$ cat src/rtl/permutation_sequencer_pkg.sv
// permutation_sequencer_pkg: FSM states, round index type and default round counts shared with the constant-addition layer.
package permutation_sequencer_pkg;
  localparam int NB_ROUNDS_A_DEF = 12;
  localparam int NB_ROUNDS_B_DEF = 6;
  typedef enum logic [1:0] {IDLE, RUN, DONE} type_perm_state;
  typedef logic [3:0] type_round;
endpackage

$ cat src/rtl/permutation_sequencer_round_counter.sv
// permutation_sequencer_round_counter: loadable round up-counter stepping by STEP, flags the last step before TERM.
module permutation_sequencer_round_counter
  import permutation_sequencer_pkg::*;
#(
  parameter int STEP = 1,
  parameter int TERM = NB_ROUNDS_A_DEF
) (
  input  logic      clk,
  input  logic      rst,
  input  logic      load,
  input  logic      inc,
  input  logic      clr,
  input  type_round load_val,
  output type_round count,
  output logic      last
);
  assign last = int'(count) + STEP == TERM;
  always_ff @(posedge clk or posedge rst)
    if (rst) count <= '0;
    else if (clr) count <= '0;
    else if (load) count <= load_val;
    else if (inc) count <= count + type_round'(STEP);
endmodule

$ cat src/rtl/permutation_sequencer.sv
// permutation_sequencer: drives round index, state enable and input select of the ASCON round datapath for p^a/p^b.
// Optional abort_i port enabled by defining PERM_ABORT_EN.
module permutation_sequencer
  import permutation_sequencer_pkg::*;
#(
  parameter int NB_ROUNDS_A = NB_ROUNDS_A_DEF,
  parameter int NB_ROUNDS_B = NB_ROUNDS_B_DEF,
  parameter int UNROLL      = 1
) (
  input  logic      clock_i,
  input  logic      reset_i,
  input  logic      start_i,
  input  logic      mode_i,
  output logic      ready_o,
  output logic      sel_init_o,
  output logic      en_state_o,
  output type_round round_o,
  output logic      valid_o,
  input  logic      ready_i
`ifdef PERM_ABORT_EN
  ,
  input  logic      abort_i
`endif
);
  if (UNROLL < 1 || NB_ROUNDS_A % UNROLL != 0 || NB_ROUNDS_B % UNROLL != 0 ||
      NB_ROUNDS_B > NB_ROUNDS_A || NB_ROUNDS_A > 16) begin : g_bad_cfg
    $error("permutation_sequencer: illegal NB_ROUNDS_A/NB_ROUNDS_B/UNROLL combination");
  end
  type_perm_state state, state_d;
  logic abort, accept, last;
  type_round load_val;
`ifdef PERM_ABORT_EN
  assign abort = abort_i;
`else
  assign abort = 1'b0;
`endif
  assign accept   = state == IDLE && start_i && !abort;
  // p^b uses the tail of the constant table, so it starts at NB_ROUNDS_A-NB_ROUNDS_B
  assign load_val = mode_i ? type_round'(NB_ROUNDS_A - NB_ROUNDS_B) : '0;
  permutation_sequencer_round_counter #(.STEP(UNROLL), .TERM(NB_ROUNDS_A)) u_round_counter (
    .clk      (clock_i),
    .rst      (reset_i),
    .load     (accept),
    .inc      (state == RUN && !last && !abort),
    .clr      (abort || (state == DONE && ready_i)),
    .load_val (load_val),
    .count    (round_o),
    .last     (last)
  );
  always_ff @(posedge clock_i or posedge reset_i)
    if (reset_i) state <= IDLE;
    else state <= state_d;
  always_comb begin
    ready_o    = state == IDLE;
    valid_o    = state == DONE;
    sel_init_o = accept;
    en_state_o = accept || (state == RUN && !abort);
    state_d    = abort                      ? IDLE :
                 accept                     ? RUN  :
                 (state == RUN && last)     ? DONE :
                 (state == DONE && ready_i) ? IDLE : state;
  end
endmodule

$ cat config.mk
export PLATFORM = sky130hd
export DESIGN_NAME = permutation_sequencer
export DESIGN_NICKNAME = d
export VERILOG_FILES = /design/src/rtl/permutation_sequencer_pkg.sv /design/src/rtl/permutation_sequencer_round_counter.sv /design/src/rtl/permutation_sequencer.sv
export SDC_FILE = /design/constraint.sdc
export NUM_CORES = 1
export LEC_CHECK = 0
export CAP_MARGIN = 10
export CORE_AREA = 2 2 39 41
export DETAILED_ROUTE_END_ITERATION = 8
export DIE_AREA = 0 0 41 43
export GPL_ROUTABILITY_DRIVEN = 0
export GPL_TIMING_DRIVEN = 0
export SLEW_MARGIN = 25
export SYNTH_ARGS = -nofsm -noshare
export SYNTH_HDL_FRONTEND = slang
export SYNTH_SLANG_ARGS = --single-unit
$ cat constraint.sdc
create_clock -name clock_i -period 2.17 [get_ports clock_i]
set_input_delay 0.3255 -clock clock_i [delete_from_list [all_inputs] [get_ports clock_i]]
set_output_delay 0.3255 -clock clock_i [all_outputs]
set_load 0.02 [all_outputs]
==> metrics.txt, run 1 <==
clk_lat worst skew about 260 ps; hpwl dp ~840 um; average wire per standard cell between 10 and 15 um; RSZ-0062 raised after global routing no; Critical Path, Cell by Cell clkdlybuf4s50_1 -> inv_1 -> a21oi_1 -> clkdlybuf4s50_1; final setup fails 0; first-pass GRT wire length ~1.9 mm; Final Cycle Share 93.7%; core box area around 0.0014 mm^2; Chip Width about 41 um; Post-synth EDFFs 0; gr usage total between 15 and 20%; Worst path most repeated cell clkdlybuf4s50_1; final wirelength around 1.2 mm; Post-Synthesis Cell Area 480 um^2; critical path capture point type primary output; vias per cell ~5.3; Clock Sinks 6; Area growth syn-to-layout 33.9%; antenna viol nets, final 0; CP top delay family buffers and inverters; Final Critical Period between 2000 and 2500 ps; Pwr Total slightly above 0.001 W; max_cap viols 0; Layout Utilization a little under half; XOR/XNOR share of the synthesized area 0%; Worst Hold Class in -> async; Port Buffer Count 12; Synth Area in Compound Gates between 30% and 40%; Post-Synthesis Cells between 50 and 60; htree depth 1; Yosys warning count 0; worst slew pin tran approximately 330 ps; Setup WS pre-CTS 145 ps; Initial Util 34.7%; setup_tns 0 ps; adder-cell share of the synthesized area 5.21%; slowest CP cell clkdlybuf4s50_1; Die H between 40 and 50 um; Starting DRT DRC Count 6; status complete, no violations; Power Density approximately 1600 mW/mm^2; post_cts resized 0; Inserted Diodes 0; crit path DAT roughly 1700 ps; CP max stage delay about 610 ps; post-synthesis simple-gate area fraction between 20% and 30%; CP Class in -> out; CTS Buffer Depth 2; vias in the first global route between 400 and 500; # IOs 13; Max Fclk 492 MHz; Synth Flop Type dfrtp_1; vias 474; Mean Syn Cell Area roughly 8.3 um^2; share of Yosys cell area claimed by the top area cell type 31.3%; clk slew on worst S/H paths 50 ps; Critical Path Start Type input port; skew final between 4 and 5 ps; Hold Vio Cnt, Final 0; Relative slew margins between 70% and 80%; Non-Filler Instances about 90; #FFs+latches synth 6; worst setup margin approximately 140 ps; TritonCTS clock tree yes; Worst IR Drop VDD about 750 uV; FP Rows 14; Max Slew Vio Count 0; DRC viols 0; GRT overflow 0; Final nets 82; Worst EP required about 1800 ps; placed cell count 86; top post-synthesis cells by count inv_1 (7), a21oi_1 (6), dfrtp_1 (6); critical path depth 4; mux share of post-synthesis cell area 3.13%; largest family of logic cells by synthesized area compound AO/OA/AOI/OAI gates; synth unique cells 29; main area contributors after synthesis dfrtp_1 (31%), a21oi_1 (6.3%), inv_1 (5.5%); area leader, netlist dfrtp_1; largest net degree at the start of global routing 11; count leader, synth inv_1; number of CTS-inserted buffers 3; full die area about 0.0018 mm^2; reg2reg path depth 5; drt first pass iters 4; Seq/Total Area, Yosys 31.3%; Clock Tree Root clkbuf_4; share of layout cells above drive strength 1 between 10% and 20%; crit-path max FO 4; crit path buf inv count 3; Static Leak between 0.2 and 0.3 nW; syn nets 65; Post-synth ARST share between 90% and 100%; hold buffers post-CTS 0; antenna violations before repair 0; # Post-CTS Setup Buffers 0
final timing paths:
path                                     startpoint                       end  slack [ps]
setup / recovery                            start_i                en_state_o         140
hold / removal                              reset_i  u_round_counter.count[2]         280
setup reg to reg           u_round_counter.count[0]  u_round_counter.count[1]         290
hold reg to reg            u_round_counter.count[3]  u_round_counter.count[3]         640
max in group asynchronous                   reset_i  u_round_counter.count[1]        1690
min in group clock_i       u_round_counter.count[3]  u_round_counter.count[3]         640
flip-flops by register name, summed over array words and instances (netlist names):
register,count
u_round_counter.count,4
state,2
power breakdown:
part / total, W / switching [W] / internal, W
logic: 0.000666 / 0.000347 / 0.000319
registers: 0.000256 / 0.0000897 / 0.000166
clock network: 0.000114 / 0.0000507 / 0.0000633
total: 0.00104 / 0.000487 / 0.000548
cell usage in the layout (no fill, tap or decap), drive strengths merged, types with 2 or more instances in the layout:
cell type      instances
inv                    7
nand2                  4
dfrtp                  6
nor2                   4
clkdlybuf4s50         12
o22ai                  2
o21a                   2
o21ai                  4
ha                     2
clkbuf                 3
a21oi                  6
nand2b                 2
nor3                   2
per-layer routing:
| layer | up-vias | track usage [%] | routed length (um) |
|---|---|---|---|
| met2 | 14 | 22.8 | 538 |
| met5 | - | 0 | 0 |
| met4 | 0 | 12.0 | 44 |
| met1 | 217 | 21.9 | 571 |
| li1 | 238 | - | - |
| met3 | 5 | 4.71 | 57 |
through the flow:
step	hold slack, ps	cell area (um^2)
after floorplan	116	480
after global placement	556	621
after detailed placement	565	621
after CTS	297	643
after global routing	317	643
final	282	643
logic make-up after synthesis:
kind of cell	after synthesis
fa+ha+maj	2
compound gates	22
buf+inv	8
simple gates	19
mux	1
flops	6
area by class of cell:
class | count | area (um^2)
Inverter | 7 | 26.3
Multi-Input combinational cell | 44 | 299
Tap cell | 16 | 20.0
Buffer | 1 | 5.00
Sequential cell | 6 | 150
Timing Repair Buffer | 12 | 120
Clock buffer | 3 | 22.5
Fill cell | 142 | 741
No activity file was read; power rests on OpenSTA's default activity.
==> inputs of run 2 (changes only) <==
--- a/config.mk
+++ b/config.mk
@@ -6,11 +6,15 @@
 export NUM_CORES = 1
 export LEC_CHECK = 0
 export CAP_MARGIN = 10
-export CORE_AREA = 2 2 39 41
+export CELL_PAD_IN_SITES_DETAIL_PLACEMENT = 1
+export CELL_PAD_IN_SITES_GLOBAL_PLACEMENT = 2
+export CORE_MARGIN = 2
+export CORE_UTILIZATION = 25
 export DETAILED_ROUTE_END_ITERATION = 8
-export DIE_AREA = 0 0 41 43
 export GPL_ROUTABILITY_DRIVEN = 0
 export GPL_TIMING_DRIVEN = 0
+export PLACE_DENSITY_LB_ADDON = 0.1
+export SKIP_LAST_GASP = 1
 export SLEW_MARGIN = 25
 export SYNTH_ARGS = -nofsm -noshare
 export SYNTH_HDL_FRONTEND = slang
==> metrics.txt, run 2 (synthesized netlist as in run 1, its figures left out) <==
Max Fclk 497 MHz (was 492 MHz); # IOs 13 (unchanged); Critical Path Start Type input port (unchanged); vias per cell 4.69 (was 5.33); global-route met3 utilization 0% (was 4.71%); Clock Sinks 6 (unchanged); Power Density 1560 mW/mm^2 (was 1610 mW/mm^2); critical path capture point type primary output (unchanged); Final Cycle Share 92.8% (was 93.7%); post_cts resized 0 (unchanged); Worst IR Drop VDD 583 uV (was 749 uV); Final nets 82 (unchanged); FP Rows 15 (was 14); CTS Buffer Depth 2 (unchanged); Setup crit start start_i (unchanged); average wire per standard cell 12.0 um (was 13.6 um); Inserted Diodes 0 (unchanged); vias 460 (was 474); worst slew pin tran 333 ps (was 332 ps); crit path DAT 1690 ps (was 1710 ps); Area growth syn-to-layout 36.2% (was 33.9%); Die H 47.8 um (was 43 um); max reg flops 4 (unchanged); RSZ-0062 raised after global routing no (unchanged); crit-path max FO 4 (unchanged); Worst R2R Start u_round_counter.count[0] (unchanged); combinational share of power 65.1% (was 64.3%); CP Class in -> out (unchanged); largest net degree at the start of global routing 11 (unchanged); sw power 0.000471 W (was 0.000487 W); placed cell count 95 (was 86); GRT met2 Usage 18.1% (was 22.8%); Non-Filler Instances 98 (was 89); setup_tns 0 ps (unchanged); gr busiest metal met2 (unchanged); share of layout cells above drive strength 1 11.0% (unchanged); # Post-CTS Setup Buffers 0 (unchanged); number of CTS-inserted buffers 3 (unchanged); GRT overflow 0 (unchanged); first-pass GRT wire length 1.97 mm (was 1.92 mm); commonest non-fill, non-tap cells in the layout clkdlybuf4s50_1 (12), inv_1 (7), a21oi_1 (6), dfrtp_1 (6) (unchanged); Worst EP required 1840 ps (about the same); skew final 0.448 ps (was 4.90 ps); hold buffers post-CTS 0 (unchanged); antenna viol nets, final 0 (unchanged); core box area 0.00176 mm^2 (was 0.00138 mm^2); commonest non-fill, non-tap cell in the layout clkdlybuf4s50_1 (unchanged); Max Slew Vio Count 0 (unchanged); Pwr Total 0.00102 W (was 0.00104 W); clk slew on worst S/H paths 40 ps (was 50 ps); register with the most flip-flops u_round_counter.count (unchanged); Static Leak 0.272 nW (unchanged); Worst Hold Class in -> async (unchanged); drt first pass iters 3 (was 4); Relative slew margins 77.6% (was 77.7%); met1 GRT Util 17.2% (was 21.9%); Chip Width 47.8 um (was 41 um); htree depth 1 (unchanged); Flop pwr share 25.2% (was 24.7%); max_cap viols 0 (unchanged); Clock Power Share 9.6% (was 11.0%); DRC viols 0 (unchanged); final setup fails 0 (unchanged); status complete, no violations (unchanged); Initial Util 27.2% (was 34.7%); minimum hold slack 297 ps (was 282 ps); antenna violations before repair 0 (unchanged); full die area 0.00229 mm^2 (was 0.00176 mm^2); P_int 0.000546 W (was 0.000548 W); Hold Vio Cnt, Final 0 (unchanged); clk_lat worst skew 240 ps (was 260 ps); Sw Share 46.3% (was 47.1%); vias in the first global route 453 (was 435); gr usage total 12.0% (was 16.9%); Clock Tree Root clkbuf_4 (unchanged); Port Buffer Count 12 (unchanged); final wirelength 1.18 mm (was 1.21 mm); Regs by FF count u_round_counter.count x4, state x2 (unchanged); Final Critical Period 2010 ps (was 2030 ps); Starting DRT DRC Count 5 (was 6); hpwl dp 940 um (was 841 um); TritonCTS clock tree yes (unchanged); fill count 229 (was 142)
-- run 2: cell counts in the layout (fill, tap and decap cells not counted) --
No cell type changed its count.
-- run 2: layer usage --
metal / part of all wire (%) / vias up / routed length (um)
met5: 0 / - / 0
met2: 43 / 7 / 511
li1: - / 237 / -
met4: 0 / 0 / 0
met1: 55 / 216 / 642
met3: 2.0 / 0 / 23
-- run 2: path summary, 6_finish.rpt --
path	endpoint	slack, ps	cells after the start
max	en_state_o	160	4
min	u_round_counter.count[2]	300	2
max reg2reg	u_round_counter.count[1]	330	5
min reg2reg	u_round_counter.count[0]	660	2
max in group asynchronous	u_round_counter.count[0]	1700	2
min in group clock_i	u_round_counter.count[0]	660	2
-- run 2: through the flow --
stage | utilization, % | setup slack, ps | instance area, um^2
6_report | 37.1 | 157 | 654
5_1_grt | 37.1 | 106 | 654
4_1_cts | 37.1 | 146 | 654
3_5_place_dp | 35.8 | 140 | 632
3_3_place_gp | 35.8 | 147 | 632
2_1_floorplan | - | 381 | 480
-- run 2: layout make-up --
| type | count | area (um^2) | area share, % |
|---|---|---|---|
| multi-input cells | 44 | 299 | 45.7 |
| flip-flops and latches | 6 | 150 | 22.9 |
| repair buffers | 12 | 120 | 18.4 |
| well taps | 25 | 31.3 | 4.78 |
| inverters | 7 | 26.3 | 4.02 |
| clock buffers | 3 | 22.5 | 3.44 |
| plain buffers | 1 | 5.00 | 0.765 |
-- run 2: critical path, cell delays in order --
cell and delay, ps:
clkdlybuf4s50_1 510, inv_1 80, a21oi_1 150, clkdlybuf4s50_1 620
-- run 2: power groups by stage --
stage / Combinational, W / Clock [W] / Sequential [W]
5_1_grt: 0.000734 / 0.000109 / 0.000272
3_3_place_gp: 0.000671 / 0 / 0.000261
3_5_place_dp: 0.000674 / 0 / 0.000259
6_report: 0.000663 / 0.0000981 / 0.000257
4_1_cts: 0.000674 / 0.000104 / 0.000261
2_1_floorplan: 0.000432 / 0 / 0.000273
==> inputs of run 3 (changes only) <==
--- a/config.mk
+++ b/config.mk
@@ -10,10 +10,12 @@
 export CELL_PAD_IN_SITES_GLOBAL_PLACEMENT = 2
 export CORE_MARGIN = 2
 export CORE_UTILIZATION = 25
+export CTS_CLUSTER_SIZE = 16
 export DETAILED_ROUTE_END_ITERATION = 8
 export GPL_ROUTABILITY_DRIVEN = 0
 export GPL_TIMING_DRIVEN = 0
 export PLACE_DENSITY_LB_ADDON = 0.1
+export SKIP_CTS_REPAIR_TIMING = 1
 export SKIP_LAST_GASP = 1
 export SLEW_MARGIN = 25
 export SYNTH_ARGS = -nofsm -noshare
==> results of run 3 <==
Same layout as run 2: the final DEF is identical, and so are final timing and power.
